### config.mk
export PLATFORM = sky130hd
export DESIGN_NAME = prog_loader_flat
export DESIGN_NICKNAME = d
export VERILOG_FILES = /design/src/rtl/prog_loader_if.sv /design/src/rtl/prog_loader.sv /design/src/flat_wrapper.sv
export SDC_FILE = /design/constraint.sdc
export NUM_CORES = 1
export LEC_CHECK = 0
export CAP_MARGIN = 20
export CELL_PAD_IN_SITES_DETAIL_PLACEMENT = 1
export CELL_PAD_IN_SITES_GLOBAL_PLACEMENT = 1
export CORE_UTILIZATION = 28
export DETAILED_ROUTE_END_ITERATION = 8
export PLACE_DENSITY_LB_ADDON = 0.05
export SLEW_MARGIN = 20
export SYNTH_ARGS = -nofsm -noshare
export SYNTH_HDL_FRONTEND = slang
export SYNTH_SLANG_ARGS = --single-unit
### constraint.sdc
create_clock -name clk -period 3 [get_ports clk]
set_clock_uncertainty 0.15 [all_clocks]
set_input_delay 0.6 -clock clk [delete_from_list [all_inputs] [get_ports clk]]
set_output_delay 0.6 -clock clk [all_outputs]
set_load 0.02 [all_outputs]
### src/rtl/prog_loader_if.sv
// Loader-side bus: the UART byte stream and programming level in, the
// instruction-memory write port and load status out.
interface prog_loader_if #(
    parameter int ADDR_W = 10
);
    logic              programming;
    logic              rx_valid;
    logic [7:0]        rx_data;
    logic              imem_we;
    logic [ADDR_W-1:0] imem_addr;
    logic [31:0]       imem_wdata;
    logic              cpu_hold;
    logic              done;
    logic              error;
    logic [2:0]        dbg_state;

    // Handshake: rx_valid is a one-cycle strobe with rx_data valid alongside it;
    // there is no ready, every byte is consumed in the cycle it is presented.
    // imem_we is a one-cycle strobe with imem_addr/imem_wdata stable in that cycle.
    modport master (
        output programming, rx_valid, rx_data,
        input  imem_we, imem_addr, imem_wdata, cpu_hold, done, error, dbg_state
    );

    modport slave (
        input  programming, rx_valid, rx_data,
        output imem_we, imem_addr, imem_wdata, cpu_hold, done, error, dbg_state
    );
endinterface

### src/rtl/prog_loader.sv
// Framed byte-stream loader: A5, LEN_LO, LEN_HI, N little-endian words, CSUM.
// Optional inter-byte timeout is compiled in with PROG_LOADER_TIMEOUT_EN.
module prog_loader #(
    parameter int ADDR_W         = 10,
    parameter int TIMEOUT_CYCLES = 1_000_000
) (
    input logic         clk,
    input logic         reset,
    prog_loader_if.slave bus
);

    typedef enum logic [2:0] {
        S_IDLE = 3'd0,
        S_SYNC = 3'd1,
        S_LEN0 = 3'd2,
        S_LEN1 = 3'd3,
        S_DATA = 3'd4,
        S_CSUM = 3'd5,
        S_DONE = 3'd6,
        S_ERR  = 3'd7
    } state_t;

    state_t            state_q, state_d;
    logic [7:0]        len_lo_q, len_lo_d;
    logic [ADDR_W-1:0] last_q, last_d;
    logic [ADDR_W-1:0] addr_q, addr_d;
    logic [1:0]        idx_q, idx_d;
    logic [23:0]       word_q, word_d;
    logic [31:0]       wdata_q, wdata_d;
    logic [7:0]        csum_q, csum_d;
    logic              we_q, we_d;
    logic              done_q, done_d;
    logic              error_q, error_d;

    logic [15:0] len_n;
    logic        oversize;
    logic        in_frame;

`ifdef PROG_LOADER_TIMEOUT_EN
    localparam int TMO_W = $clog2(TIMEOUT_CYCLES + 1);
    logic [TMO_W-1:0] tmo_q, tmo_d;
`endif

    assign len_n    = {bus.rx_data, len_lo_q};
    assign oversize = {16'd0, len_n} > (32'd1 << ADDR_W);
    assign in_frame = (state_q == S_LEN0) || (state_q == S_LEN1) ||
                      (state_q == S_DATA) || (state_q == S_CSUM);

    always_comb begin
        state_d  = state_q;
        len_lo_d = len_lo_q;
        last_d   = last_q;
        addr_d   = addr_q;
        idx_d    = idx_q;
        word_d   = word_q;
        wdata_d  = wdata_q;
        csum_d   = csum_q;
        we_d     = 1'b0;
        done_d   = done_q;
        error_d  = error_q;

        // Address advances after the strobe; the final word leaves DATA, so no wrap.
        if (we_q && state_q == S_DATA) addr_d = addr_q + 1'b1;

        if (in_frame && !bus.programming) begin
            state_d = S_IDLE;
            error_d = 1'b1;
        end else begin
            case (state_q)
                S_IDLE: if (bus.programming) begin
                    state_d = S_SYNC;
                    done_d  = 1'b0;
                    error_d = 1'b0;
                    addr_d  = '0;
                    idx_d   = '0;
                    csum_d  = '0;
                end
                S_SYNC: begin
                    if (!bus.programming) state_d = S_IDLE;
                    else if (bus.rx_valid && bus.rx_data == 8'hA5) state_d = S_LEN0;
                end
                S_LEN0: if (bus.rx_valid) begin
                    len_lo_d = bus.rx_data;
                    state_d  = S_LEN1;
                end
                S_LEN1: if (bus.rx_valid) begin
                    if (oversize) begin
                        state_d = S_ERR;
                        error_d = 1'b1;
                    end else if (len_n == 16'd0) begin
                        state_d = S_CSUM;
                    end else begin
                        last_d  = ADDR_W'(len_n - 16'd1);
                        state_d = S_DATA;
                    end
                end
                S_DATA: if (bus.rx_valid) begin
                    csum_d = csum_q + bus.rx_data;
                    idx_d  = idx_q + 1'b1;
                    case (idx_q)
                        2'd0:    word_d[7:0]   = bus.rx_data;
                        2'd1:    word_d[15:8]  = bus.rx_data;
                        2'd2:    word_d[23:16] = bus.rx_data;
                        default: begin
                            we_d    = 1'b1;
                            wdata_d = {bus.rx_data, word_q};
                            if (addr_q == last_q) state_d = S_CSUM;
                        end
                    endcase
                end
                S_CSUM: if (bus.rx_valid) begin
                    if (bus.rx_data == csum_q) begin
                        state_d = S_DONE;
                        done_d  = 1'b1;
                    end else begin
                        state_d = S_ERR;
                        error_d = 1'b1;
                    end
                end
                default: if (!bus.programming) state_d = S_IDLE;
            endcase
        end

`ifdef PROG_LOADER_TIMEOUT_EN
        tmo_d = '0;
        if (in_frame && bus.programming && !bus.rx_valid) begin
            if (tmo_q == TMO_W'(TIMEOUT_CYCLES)) begin
                state_d = S_ERR;
                error_d = 1'b1;
            end else begin
                tmo_d = tmo_q + 1'b1;
            end
        end
`endif
    end

    always_ff @(posedge clk) begin
        if (!reset) begin
            state_q  <= S_IDLE;
            len_lo_q <= '0;
            last_q   <= '0;
            addr_q   <= '0;
            idx_q    <= '0;
            word_q   <= '0;
            wdata_q  <= '0;
            csum_q   <= '0;
            we_q     <= 1'b0;
            done_q   <= 1'b0;
            error_q  <= 1'b0;
`ifdef PROG_LOADER_TIMEOUT_EN
            tmo_q    <= '0;
`endif
        end else begin
            state_q  <= state_d;
            len_lo_q <= len_lo_d;
            last_q   <= last_d;
            addr_q   <= addr_d;
            idx_q    <= idx_d;
            word_q   <= word_d;
            wdata_q  <= wdata_d;
            csum_q   <= csum_d;
            we_q     <= we_d;
            done_q   <= done_d;
            error_q  <= error_d;
`ifdef PROG_LOADER_TIMEOUT_EN
            tmo_q    <= tmo_d;
`endif
        end
    end

    assign bus.imem_we    = we_q;
    assign bus.imem_addr  = addr_q;
    assign bus.imem_wdata = wdata_q;
    assign bus.done       = done_q;
    assign bus.error      = error_q;
    assign bus.cpu_hold   = bus.programming | (state_q != S_IDLE);
    assign bus.dbg_state  = state_q;

endmodule
### src/flat_wrapper.sv
// flat-port wrapper written by rule: the top's interface ports become plain ports
module prog_loader_flat 
#(
    parameter int ADDR_W         = 10,
    parameter int TIMEOUT_CYCLES = 1_000_000
)
  (clk, reset, bus_programming, bus_rx_valid, bus_rx_data, bus_imem_we, bus_imem_addr, bus_imem_wdata, bus_cpu_hold, bus_done, bus_error, bus_dbg_state);
  prog_loader_if #(.ADDR_W(ADDR_W)) bus_i ();
  input logic clk;
  input logic reset;
  input wire logic [$bits(bus_i.programming)-1:0] bus_programming;
  input wire logic [$bits(bus_i.rx_valid)-1:0] bus_rx_valid;
  input wire logic [$bits(bus_i.rx_data)-1:0] bus_rx_data;
  output wire logic [$bits(bus_i.imem_we)-1:0] bus_imem_we;
  output wire logic [$bits(bus_i.imem_addr)-1:0] bus_imem_addr;
  output wire logic [$bits(bus_i.imem_wdata)-1:0] bus_imem_wdata;
  output wire logic [$bits(bus_i.cpu_hold)-1:0] bus_cpu_hold;
  output wire logic [$bits(bus_i.done)-1:0] bus_done;
  output wire logic [$bits(bus_i.error)-1:0] bus_error;
  output wire logic [$bits(bus_i.dbg_state)-1:0] bus_dbg_state;
  assign bus_i.programming = bus_programming;
  assign bus_i.rx_valid = bus_rx_valid;
  assign bus_i.rx_data = bus_rx_data;
  assign bus_imem_we = bus_i.imem_we;
  assign bus_imem_addr = bus_i.imem_addr;
  assign bus_imem_wdata = bus_i.imem_wdata;
  assign bus_cpu_hold = bus_i.cpu_hold;
  assign bus_done = bus_i.done;
  assign bus_error = bus_i.error;
  assign bus_dbg_state = bus_i.dbg_state;
  prog_loader #(.ADDR_W(ADDR_W), .TIMEOUT_CYCLES(TIMEOUT_CYCLES)) u_core (.clk(clk), .reset(reset), .bus(bus_i));
endmodule
==> flow_metrics.env <==
export IMPL_grt_use_total_pct=15.9
export IMPL_synth_top_area_share_pct=43.0
export IMPL_n_antenna_cell=0
export IMPL_die_h_um=131
export IMPL_worst_slack_ns=0.401
export IMPL_synth_flop_cell="dfxtp_1"
export IMPL_clk_path_buf_depth=2
export IMPL_ys_top_cells_by_area="dfxtp_1, nand2_1, a21boi_0, xor2_1, ha_1"
export IMPL_p_leak_nw=2.25
export IMPL_drt_iter0_drc=182
export IMPL_tightest_slew_ns=0.475
export IMPL_grt_max_degree=83
export IMPL_area_growth_pct=26.2
export IMPL_fin_crit_sh_pct=86.6
export IMPL_grt_overflow=0
export IMPL_synthArstFlopShare_pct=0
export IMPL_fp_coreArea_mm2=0.0161
export IMPL_status="complete, no violations"
export IMPL_finalHoldViolations=0
export IMPL_power_density_mw_per_mm2=474
export IMPL_slew_viol_final=0
export IMPL_io_pins=61
export IMPL_postCtsSetupBuffers=0
export IMPL_arrival_ns=2.69
export IMPL_via_per_inst=4.65
export IMPL_avgRoutedWirePerCell_um=15.1
export IMPL_endpoint_kind="flop"
export IMPL_grt_pass1_vias=3911
export IMPL_slew_headroom_pct=68.2
export IMPL_worst_skew_pair_late_latency_ns=0.35
export IMPL_row_count=46
export IMPL_synth_seq_cells=100
export IMPL_cts_clk_slew_worst_paths_ns=0.07
export IMPL_rr_startpoint="u_core.len_lo_q[4]$_SDFFE_PN0P_"
export IMPL_seqCellArea_mm2=0.00200
export IMPL_grt_pass1_wl_mm=20.7
export IMPL_die_area_mm2=0.0172
export IMPL_portBuffers=60
export IMPL_max_stage_delay_ns=0.60
export IMPL_rsz0062_at_grt="no"
export IMPL_clock_sinks=100
export IMPL_start_util_pct=29.0
export IMPL_first_pass_iters=4
export IMPL_min_path_type="reg2reg"
export IMPL_yosysSeqAreaShare_pct=43.0
export IMPL_synth_area_mm2=0.00466
export IMPL_cts_resized=0
export IMPL_fmax_mhz=385
export IMPL_path_cells="clkdlybuf4s50_1 > ha_1 > nor4_1 > buf_4 > nand3_1 > a21oi_1 > o21ai_0 > o2bb2ai_1"
export IMPL_setup_violations=0
export IMPL_synth_edff_count=0
export IMPL_yosysUniqueCellTypes=52
export IMPL_drt_total_wl_mm=12.5
export IMPL_syn_inst=552
export IMPL_finalSetupTns_ns=0
export IMPL_postRouteAntennaNets=0
export IMPL_h_tree_depth=3
export IMPL_worstSetupPathType="in2reg"
export IMPL_cts_tree="built"
export IMPL_hold_start="u_core.bus.imem_wdata[25]$_SDFFE_PN0P_"
export IMPL_numCtsBuffers=9
export IMPL_yosys_area_top_type="dfxtp_1"
export IMPL_peakVddDrop_mv=0.296
export IMPL_drv_cap=0
export IMPL_multi_input_area_mm2=0.00249
export IMPL_synth_avg_cell_area_um2=8.44
export IMPL_startpoint_type="input pin"
export IMPL_nets=637
export IMPL_drive_above_1_share_pct=6.99
export IMPL_vias=3863
export IMPL_hpwl_mm=8.74
export IMPL_hold_buffers=0
export IMPL_drcViolationCount=0
export IMPL_ys_warnings_count=0
export IMPL_gp_congestion=0.767
export IMPL_whs_ns=0.306
export IMPL_antenna_found_initial=0
export IMPL_crit_required_ns=3.09
export IMPL_clockRootBuffer="clkbuf_16"
export IMPL_n_fill_cell=1870
export IMPL_path_max_fanout=4
export IMPL_yosysMostFrequentCell="nand2_1"
export IMPL_dp_slack_ns=0.0524
export IMPL_syn_nets=579
export IMPL_die_x_um=131
export IMPL_crit_path_start="bus_rx_data[1]"
export IMPL_min_period_ns=2.60
export IMPL_critPathSlowestCell="clkdlybuf4s50_1"
export IMPL_yosys_top_cells_count="nand2_1, dfxtp_1, a21boi_0"
report_power, final:
group          internal (mW)  switching (mW)  total [mW]  leakage [nW]
logic                 0.0901           0.129       0.220          1.30
clock network          0.696           0.530        1.23         0.150
registers               1.33          0.0119        1.34         0.805
path summary, 6_finish.rpt:
path / to / slack (ns) / cells past startpoint
worst max-delay path: u_core.bus.dbg_state[0]$_SDFFE_PP0P_ / 0.40 / 8
worst min-delay path: u_core.bus.imem_wdata[25]$_SDFFE_PN0P_ / 0.31 / 2
worst max register to register: u_core.last_q[0]$_SDFFE_PN0P_ / 0.68 / 7
worst min register to register: u_core.bus.imem_wdata[25]$_SDFFE_PN0P_ / 0.31 / 2
flip-flops by register name, indices dropped and copies added (netlist names), 2 cells and up:
register and flops:
u_core.csum_q 8, u_core.bus.imem_addr 10, u_core.last_q 10, u_core.len_lo_q 8, u_core.bus.dbg_state 3, u_core.idx_q 2
u_core.word_q 24, u_core.bus.imem_wdata 32
kinds of logic (layout without fill, tap and decap cells):
group,Yosys count,after routing,synth area share (%)
multiplexers,10,10,2.15
buffers and inverters,42,105,3.62
XOR/XNOR,32,32,6.01
flip-flops,100,100,43.0
AO/OA/AOI/OAI,107,107,17.1
AND/OR/NAND/NOR,246,246,23.9
adder cells (fa/ha/maj),15,15,4.19
final cells by class:
cell class / instances / share of cell area [%]
clock buffers: 13 / 4.42
well taps: 216 / 4.59
flip-flops and latches: 100 / 34.0
repair buffers: 83 / 13.5
multi-input cells: 410 / 42.3
clock inverters: 3 / 0.745
inverters: 6 / 0.383
per-stage QoR:
step	instances	util, %	power [mW]	area, µm²
3_5_place_dp	815	34.7	1.60	5580
2_1_floorplan	552	-	1.50	4660
3_3_place_gp	815	34.7	1.59	5580
5_1_grt	831	36.6	2.92	5880
4_1_cts	831	36.6	2.84	5880
6_report	831	36.6	2.79	5880
cells in the final DEF, fill, tap and decap left out, types with 3 or more instances in the layout:
cell type        instances
nand2_1                142
dfxtp_1                100
clkdlybuf4s50_1         59
a21boi_0                56
nor2_1                  32
xor2_1                  21
buf_4                   21
nand3_1                 17
ha_1                    14
nor2b_1                 12
xnor2_1                 11
mux2i_1                 10
o211a_1                  9
clkbuf_16                9
and2_1                   8
o21ai_0                  8
a21oi_1                  8
inv_1                    6
nand4_1                  6
a21boi_1                 5
nor4_1                   5
and3_1                   4
nor3_1                   4
nand2b_1                 3
per-layer routing:
metal  part of all wire, %  vias to the layer above  GRT usage (%)  wire [µm]
met1                    50                     1836           21.2       6260
li1                      -                     1971              -          -
met5                     0                        -              0          0
met4                   1.5                        0           6.09        193
met3                   2.1                       14           2.52        262
met2                    46                       42           25.9       5830
critical path: cells and delay by family:
family	cells	cell delay [ns]
adder cells (fa/ha/maj)	1	0.29
AND/OR/NAND/NOR	2	0.53
buffers and inverters	2	0.79
AO/OA/AOI/OAI	3	0.48
Note: power is estimated with default switching activity, not from simulation.
